==> src/rtl/reg_writeback_if.sv <==
// Execute-to-writeback result handshake bundle.
// The execute stage is the master; the writeback buffer is the slave.
interface reg_writeback_if #(
    parameter int DATA_W = 32,
    parameter int IDX_W  = 3
);
    logic              ex_valid;
    logic              ex_ready;
    logic              ex_wen;
    logic [IDX_W-1:0]  ex_dst_idx;
    logic [DATA_W-1:0] ex_val;

    modport master (
        output ex_valid,
        output ex_wen,
        output ex_dst_idx,
        output ex_val,
        input  ex_ready
    );

    modport slave (
        input  ex_valid,
        input  ex_wen,
        input  ex_dst_idx,
        input  ex_val,
        output ex_ready
    );
endinterface

==> src/rtl/reg_writeback.sv <==
// In-order writeback FIFO feeding the register file write port, with
// per-register busy bits and youngest-match bypass for the read stage.
module reg_writeback #(
    parameter int DEPTH  = 2,
    parameter int DATA_W = 32,
    parameter int IDX_W  = 3
) (
    input  logic                     clk,
    input  logic                     rst,
    reg_writeback_if.slave           ex,
    input  logic                     wb_hold,
    output logic                     rf_we,
    output logic [IDX_W-1:0]         rf_dst_idx,
    output logic [DATA_W-1:0]        rf_w_val,
    output logic [(2**IDX_W)-1:0]    busy,
    input  logic [IDX_W-1:0]         byp_idx1,
    input  logic [IDX_W-1:0]         byp_idx2,
    output logic                     byp_hit1,
    output logic                     byp_hit2,
    output logic [DATA_W-1:0]        byp_val1,
    output logic [DATA_W-1:0]        byp_val2,
    output logic [$clog2(DEPTH):0]   count
);

    localparam int PTR_W  = $clog2(DEPTH);
    localparam int CNT_W  = PTR_W + 1;
    localparam int BUSY_W = 2 ** IDX_W;

    localparam logic [PTR_W-1:0]  PTR_ONE  = PTR_W'(1);
    localparam logic [CNT_W-1:0]  CNT_ZERO = {CNT_W{1'b0}};
    localparam logic [CNT_W-1:0]  CNT_ONE  = CNT_W'(1);
    localparam logic [CNT_W-1:0]  CNT_FULL = CNT_W'(DEPTH);
    localparam logic [BUSY_W-1:0] BUSY_ONE = BUSY_W'(1);

    logic [IDX_W-1:0]  dst_mem_r [DEPTH];
    logic [DATA_W-1:0] val_mem_r [DEPTH];
    logic [PTR_W-1:0]  head_r;
    logic [PTR_W-1:0]  tail_r;
    logic [CNT_W-1:0]  count_r;

    logic              ready_s;
    logic              push_s;
    logic              pop_s;

    // Entries indexed by age: age 0 is the head (oldest), age DEPTH-1 the
    // slot that would be the youngest when full.
    logic [PTR_W-1:0]  age_slot_s  [DEPTH];
    logic [DEPTH-1:0]  age_valid_s;

    logic [BUSY_W-1:0] busy_s;
    logic              hit1_s;
    logic              hit2_s;
    logic [DATA_W-1:0] val1_s;
    logic [DATA_W-1:0] val2_s;

    assign ready_s = rst & (count_r != CNT_FULL);
    assign pop_s   = rst & (count_r != CNT_ZERO) & ~wb_hold;
    assign push_s  = ex.ex_valid & ready_s & ex.ex_wen;

    assign ex.ex_ready = ready_s;
    assign rf_we       = pop_s;
    assign rf_dst_idx  = dst_mem_r[head_r];
    assign rf_w_val    = val_mem_r[head_r];
    assign count       = count_r;

    for (genvar k = 0; k < DEPTH; k++) begin : g_age
        assign age_slot_s[k]  = head_r + PTR_W'(k);
        assign age_valid_s[k] = (CNT_W'(k) < count_r);
    end

    // Busy bits and bypass: scan oldest to youngest so the last match wins.
    always_comb begin
        busy_s = {BUSY_W{1'b0}};
        hit1_s = 1'b0;
        hit2_s = 1'b0;
        val1_s = {DATA_W{1'b0}};
        val2_s = {DATA_W{1'b0}};
        for (int k = 0; k < DEPTH; k++) begin
            busy_s = busy_s
                   | ({BUSY_W{age_valid_s[k]}} & (BUSY_ONE << dst_mem_r[age_slot_s[k]]));
            hit1_s = hit1_s | (age_valid_s[k] & (dst_mem_r[age_slot_s[k]] == byp_idx1));
            hit2_s = hit2_s | (age_valid_s[k] & (dst_mem_r[age_slot_s[k]] == byp_idx2));
            val1_s = (age_valid_s[k] && (dst_mem_r[age_slot_s[k]] == byp_idx1))
                   ? val_mem_r[age_slot_s[k]] : val1_s;
            val2_s = (age_valid_s[k] && (dst_mem_r[age_slot_s[k]] == byp_idx2))
                   ? val_mem_r[age_slot_s[k]] : val2_s;
        end
    end

    assign busy     = busy_s;
    assign byp_hit1 = hit1_s;
    assign byp_hit2 = hit2_s;
    assign byp_val1 = val1_s;
    assign byp_val2 = val2_s;

    // FIFO storage, pointers and occupancy; reset discards every queued write.
    always_ff @(posedge clk) begin
        if (!rst) begin
            head_r  <= {PTR_W{1'b0}};
            tail_r  <= {PTR_W{1'b0}};
            count_r <= CNT_ZERO;
            for (int i = 0; i < DEPTH; i++) begin
                dst_mem_r[i] <= {IDX_W{1'b0}};
                val_mem_r[i] <= {DATA_W{1'b0}};
            end
        end else begin
            if (push_s) begin
                dst_mem_r[tail_r] <= ex.ex_dst_idx;
                val_mem_r[tail_r] <= ex.ex_val;
                tail_r            <= tail_r + PTR_ONE;
            end
            if (pop_s) begin
                head_r <= head_r + PTR_ONE;
            end
            case ({push_s, pop_s})
                2'b10:   count_r <= count_r + CNT_ONE;
                2'b01:   count_r <= count_r - CNT_ONE;
                default: count_r <= count_r;
            endcase
        end
    end

endmodule

==> src/flat_wrapper.sv <==
// flat-port wrapper written by rule: the top's interface ports become plain ports
module reg_writeback_flat 
#(
    parameter int DEPTH  = 2,
    parameter int DATA_W = 32,
    parameter int IDX_W  = 3
)
  (clk, rst, wb_hold, rf_we, rf_dst_idx, rf_w_val, busy, byp_idx1, byp_idx2, byp_hit1, byp_hit2, byp_val1, byp_val2, count, ex_ex_valid, ex_ex_wen, ex_ex_dst_idx, ex_ex_val, ex_ex_ready);
  reg_writeback_if #(.DATA_W(DATA_W), .IDX_W(IDX_W)) ex_i ();
  input  logic clk;
  input  logic rst;
  input  logic wb_hold;
  output logic rf_we;
  output logic [IDX_W-1:0] rf_dst_idx;
  output logic [DATA_W-1:0] rf_w_val;
  output logic [(2**IDX_W)-1:0] busy;
  input  logic [IDX_W-1:0] byp_idx1;
  input  logic [IDX_W-1:0] byp_idx2;
  output logic byp_hit1;
  output logic byp_hit2;
  output logic [DATA_W-1:0] byp_val1;
  output logic [DATA_W-1:0] byp_val2;
  output logic [$clog2(DEPTH):0] count;
  input wire logic [$bits(ex_i.ex_valid)-1:0] ex_ex_valid;
  input wire logic [$bits(ex_i.ex_wen)-1:0] ex_ex_wen;
  input wire logic [$bits(ex_i.ex_dst_idx)-1:0] ex_ex_dst_idx;
  input wire logic [$bits(ex_i.ex_val)-1:0] ex_ex_val;
  output wire logic [$bits(ex_i.ex_ready)-1:0] ex_ex_ready;
  assign ex_i.ex_valid = ex_ex_valid;
  assign ex_i.ex_wen = ex_ex_wen;
  assign ex_i.ex_dst_idx = ex_ex_dst_idx;
  assign ex_i.ex_val = ex_ex_val;
  assign ex_ex_ready = ex_i.ex_ready;
  reg_writeback #(.DEPTH(DEPTH), .DATA_W(DATA_W), .IDX_W(IDX_W)) u_core (.clk(clk), .rst(rst), .ex(ex_i), .wb_hold(wb_hold), .rf_we(rf_we), .rf_dst_idx(rf_dst_idx), .rf_w_val(rf_w_val), .busy(busy), .byp_idx1(byp_idx1), .byp_idx2(byp_idx2), .byp_hit1(byp_hit1), .byp_hit2(byp_hit2), .byp_val1(byp_val1), .byp_val2(byp_val2), .count(count));
endmodule
==> config.mk <==
export PLATFORM = sky130hd
export DESIGN_NAME = reg_writeback_flat
export DESIGN_NICKNAME = d
export VERILOG_FILES = /design/src/rtl/reg_writeback_if.sv /design/src/rtl/reg_writeback.sv /design/src/flat_wrapper.sv
export SDC_FILE = /design/constraint.sdc
export NUM_CORES = 1
export LEC_CHECK = 0
export BUFFER_PORTS_ARGS = -buffer_cell sky130_fd_sc_hd__clkbuf_2
export CAP_MARGIN = 20
export CORE_ASPECT_RATIO = 2
export CORE_MARGIN = 2
export CORE_UTILIZATION = 50
export CTS_CLUSTER_SIZE = 20
export DETAILED_ROUTE_END_ITERATION = 6
export PLACE_DENSITY = 0.81
export SLEW_MARGIN = 25
export SYNTH_ARGS = -nofsm -noshare
export SYNTH_HDL_FRONTEND = slang
export SYNTH_SLANG_ARGS = --single-unit
==> constraint.sdc <==
create_clock -name clk -period 6.5 [get_ports clk]
set_clock_uncertainty 0.15 [all_clocks]
set_input_delay 1.95 -clock clk [delete_from_list [all_inputs] [get_ports clk]]
set_output_delay 1.95 -clock clk [all_outputs]
set_load 0.01 [all_outputs]
; Word-level counts from Yosys, hierarchy flattened
; Memories as Yosys holds them, arrays and structs flattened. A register that Yosys moved wholly into a read port is not among the register bits.
; Index checks and enable logic that the tools add are counted.
[word_totals]
regBits = 4
ram_bits = 70
input_bits = 46
out_inout_bits = 113
elab_cells = 62
mem_count = 2
[memory_table]
columns = memory, depth, width, read_ports, rd_clocked_by_memory_dff, write_ports, line
row1 = u_core.val_mem_r, 2, 32, 2, 1, 2, reg_writeback.sv:36  ; logic [DATA_W-1:0] val_mem_r [DEPTH];
row2 = u_core.dst_mem_r, 2, 3, 2, 1, 2, reg_writeback.sv:35  ; logic [IDX_W-1:0] dst_mem_r [DEPTH];
[op_classes]
addsub = 4
magnitude_cmp = 2
n_eq_ne = 7
shifts = 2
mux = 19
n_bitwise = 15
reduce_logical = 8
[op_table]
columns = op, n
row1 = $mux 32, 5
row2 = $reduce_or 32->1, 1
row3 = $and 8x8->8, 2
row4 = $shl 1x3->8 const A, 2
row5 = $eq 3x3->1, 4
row6 = $mux 1, 12
row7 = $and 1x1->1, 9
row8 = $or 8x8->8, 1
row9 = $logic_and 1x1->1, 4
row10 = $lt 1x2->1 const A, 2
row11 = $pmux 2 s2, 1
row12 = $reduce_bool 2->1, 2
row13 = $mux 3, 1
row14 = $reduce_or 3->1, 1
row15 = $add 1x1->1 const B, 2
row16 = $add 2x1->2 const B, 1
row17 = $eq 2x1->1 const B, 1
row18 = $eq 2x2->1 const B, 1
row19 = $ne 2x2->1 const B, 1
row20 = $or 1x1->1, 2
row21 = $sub 2x1->2 const B, 1
row22 = $not 1->1, 1

; Depth between registers and ports, before layout
[logic_depth]
ltp_word = 9
ltp_mapped = 8
depth_no_buf = 8

; Least setup slack after synthesis
; No wires, ideal clock.
[synth_path]
path_type = input port to flip-flop
from = input port rst
to = memory u_core.dst_mem_r[0][0] (enable)
arrival_time_ps = 4947
t_required_ps = 5874
slack_ps = 927
path_stages = 3
path_buffers = 0
cell_sequence = nor2b_1 -> nand3_1 -> o21ai_0
[synth_rtl]
columns = item, line
row1 = start: declaration, flat_wrapper.sv:11  ; input logic rst;
row2 = end: declaration, reg_writeback.sv:35

; Worst setup path after layout
[layout_path]
from = input port byp_idx1[1]
to = output port byp_val1[19]
[layout_between]
elab_chain_cells = 4
elab_cells_between_ends = 6
cone_classes = 2 x eq/ne / 2 x mux / 2 x reduce/logical
[layout_lines]
columns = item, line
row1 = start: declaration, flat_wrapper.sv:17  ; input logic [IDX_W-1:0] byp_idx1;
row2 = $eq 3x3->1, --
row3 = $logic_and 1x1->1, reg_writeback.sv:83  ; val1_s = (age_valid_s[k] && (dst_mem_r[age_slot_s[k]] == byp_idx1))
row4 = $mux 32, reg_writeback.sv:84  ; ? val_mem_r[age_slot_s[k]] : val1_s;
row5 = $mux 32 *, reg_writeback.sv:84
row6 = end: declaration, flat_wrapper.sv:21  ; output logic [DATA_W-1:0] byp_val1;
; Mark *: on every way between the ends. The rest lies on a longest branch, timed or not.

==> summary.md <==
| Metric | Value |
|---|---|
| Pwr Total | `1.22 mW` |
| Crit share post-route | `90.8%` |
| Global placer's final weighted congestion | `0.953` |
| CP endpoint | `byp_val1[19]` |
| Chip width | `69.9 µm` |
| #FFs+latches synth | `75` |
| Post-Synth Simple-Gate Area | `14.1%` |
| Clk Tree Root Cell | `clkbuf_16` |
| Critical path endpoint category | `primary output` |
| Worst Slack Setup Final | `0.595 ns` |
| H-Tree Depth | `3` |
| Chip height | `136 µm` |
| Pleak | `2.43 nW` |
| Initial antenna violation count | `0` |
| Num rows | `48` |
| Fin. Hold Viols | `0` |
| Main combinational cell family by area after synthesis | `compound AO/OA/AOI/OAI gates` |
| Total Routing Usage GR | `23.2%` |
| Adder-cell share of the synthesized area | `1.15%` |
| Max-slew violations | `0` |
| Routed vias | `3456` |
| CTS Sinks | `75` |
| DRC | `0` |
| Worst path most repeated cell | `clkbuf_2` |
| Via count of the first global-routing pass | `3495` |
| Register area share after synthesis | `50.6%` |
| Final ANT Viol Nets | `0` |
| Top cells by area, synth | `edfxtp_1 48%, a22o_1 13%, and2_1 10%, mux2_2 8.3%, dfxtp_1 2.3%` |
| Critical path required time | `4.40 ns` |
| DRT Pass-1 Iters | `5` |
| Worst-case reg-to-reg path depth | `6` |
| Pre-CTS WS | `0.578 ns` |
| WS Path Type | `input port to primary output` |
| Number of synthesis warnings | `0` |
| Status | `completed` |
| Worst Setup Start Kind | `input port` |
| Cell count after synthesis | `350` |
| Largest net degree at the start of global routing | `38` |
| Reg-to-reg startpoint | `u_core.count[0]` |
| Max-cap viol count | `0` |
| Peak Freq | `169 MHz` |
| CTS Buf Count | `9` |
| Post-synth net total | `400` |
| Clock-pin slew on the worst setup and hold paths | `0.05 ns` |
| Post-CTS sizing | `0` |
| Placed Cells | `591` |
| Unrepaired setup endpoints after global routing | `false` |
| M2 GR Usage | `42.6%` |
| Die area | `9500 µm²` |
| First-pass GRT wire length | `17000 µm` |
| Grt ovf | `0` |
| Xor and xnor area share after synthesis | `2.82%` |
| Post-CTS Setup Bufs | `0` |
| Setup TNS | `0 ns` |
| Pwr dens | `220 nW/µm²` |
| Clk Latency, worst-skew pair | `0.33 ns` |
| Reg-to-Reg End | `u_core.val_mem_r[1][18]` |
| Design Area, Final | `5540 µm²` |
| WL/cell | `18.6 µm` |
| Distinct cells, synth | `30` |
| Syn Area/Cell | `12.4 µm²` |
| HP Class | `flip-flop to flip-flop` |
| Initial DRC count | `115` |
| Placed Area | `5270 µm²` |
| Main flop type after synthesis | `edfxtp_1` |
| Cell taking the most area after synthesis | `edfxtp_1` |
| Ratio of cells with drive above 1 in the final layout | `44.2%` |
| CTS tree | `built` |
| Max_slew headroom | `37.2%` |
| Worst IR Drop VDD | `0.000199 V` |
| CP max stage delay | `0.51 ns` |
| Crit path cell chain | `clkbuf_2, xor2_1, nand4_1, mux2i_4, buf_4, a22o_1, clkbuf_2` |
| Clock Path Buffers | `2` |
| CTS Hold Buffers Added | `0` |
| Most used routing layer in global routing | `met2` |
| Post-synthesis cell area | `4350 µm²` |
| Port Buffers | `158` |
| Post-Route WL | `11200 µm` |
| Fin nets | `552` |
| Layout area overhead | `27.4%` |
| Worst path slowest cell | `mux2i_4` |
| Most frequent cells in the layout | `158 x clkbuf_2, 72 x and2_1, 70 x edfxtp_1` |
| Met1 usage | `23.4%` |
| Detailed placement HPWL | `8260 µm` |
| Fin crit period | `5.90 ns` |
| Largest fanout on the critical path | `20` |
| Ports | `159` |
| Critical path arrival | `3.80 ns` |
| Core Footprint | `8530 µm²` |
| Most common library cell in the layout ignoring fill and taps | `clkbuf_2` |
| Grt met3 use | `3.71%` |
| Area share of the largest cell type after synthesis | `48.3%` |
| Async SR Flop Fraction | `0%` |
| Setup violators final | `0` |
| Proportion of synthesized area in mux cells | `11.9%` |
| Ant. Diodes | `0` |
| Final Instance Count excl. Fillers | `604` |
| Worst R2R Setup Slack | `3.89 ns` |
| Initial cell density of the core | `51.0%` |
| Compound-Gate Fraction of Synth Area | `15.2%` |
| EDFF count, synth | `70` |
| Slew @ Worst Pin | `0.942 ns` |
| Fillers | `646` |
| Setup crit start | `byp_idx1[1]` |
| Post-DR vias/cell | `5.72` |
-- state kept, by name, indices dropped and copies added (netlist names), named ones only --
signal / count
u_core.val_mem_r: 64
u_core.dst_mem_r: 6
u_core.count: 2
u_core.head_r: 1
u_core.tail_r: 1
-- final cells by class --
class | count | area [µm²] | share of cell area [%]
Timing Repair Buffer | 164 | 876 | 15.8
Clock buffer | 10 | 229 | 4.13
Clock inverter | 3 | 42.5 | 0.768
Sequential cell | 75 | 2200 | 39.8
Tap cell | 100 | 125 | 2.26
Multi-Input combinational cell | 244 | 2030 | 36.7
Inverter | 8 | 30.0 | 0.542
-- cells in the mapped netlist (7+ instances only) --
cell type,instances
o22ai_1,8
clkbuf_1,9
nand4_1,8
buf_6,8
xor2_1,8
inv_1,7
mux2_2,32
a22o_1,64
edfxtp_1,70
and2_1,72
nand2_1,11
-- kinds of logic after synthesis --
group                      Yosys count
and+or+nand+nor                    104
AOI/OAI and AO/OA                   80
DFF                                 75
muxes                               42
buffers and inverters               31
xor gates and xnor gates            14
adders and majority gates            4
-- how the worst min path moves through the flow --
stage                          startpoint         endpoint  slack [ns]  depth (start not counted)
after floorplan             u_core.tail_r    u_core.tail_r        0.45                          3
after global placement    u_core.count[0]  u_core.count[0]        0.43                          2
after detailed placement  u_core.count[0]  u_core.count[0]        0.47                          2
after CTS                 u_core.count[0]  u_core.count[0]        0.48                          2
after global routing      u_core.count[0]  u_core.count[0]        0.49                          2
final                     u_core.count[0]  u_core.count[0]        0.47                          2
-- routing by layer --
metal | share of wire, % | routed length (µm)
met1 | 35 | 3900
met4 | 5.7 | 643
met2 | 54 | 6120
met3 | 5.0 | 565
met5 | 0 | 0
-- stage by stage --
stage	hold WS [ns]	utilization [%]
after floorplan	0.453	-
after global placement	0.435	61.0
after detailed placement	0.468	61.8
after CTS	0.480	65.0
after global routing	0.495	65.0
final	0.472	65.0
-- report_power, final --
group          internal, mW  leakage, nW  switching, mW  total [mW]
Sequential            0.556        0.769         0.0294       0.585
Combinational        0.0786         1.53         0.0914       0.170
Clock                 0.290        0.130          0.172       0.462
Total                 0.924         2.43          0.293        1.22
-- worst max-delay path: cells and delay by family --
family / cells / cell delay (ns)
multiplexers: 1 / 0.51
AO/OA/AOI/OAI: 1 / 0.24
buffers and inverters: 3 / 0.61
AND/OR/NAND/NOR: 1 / 0.33
XOR/XNOR: 1 / 0.16
(Power assumes the default switching activity.)
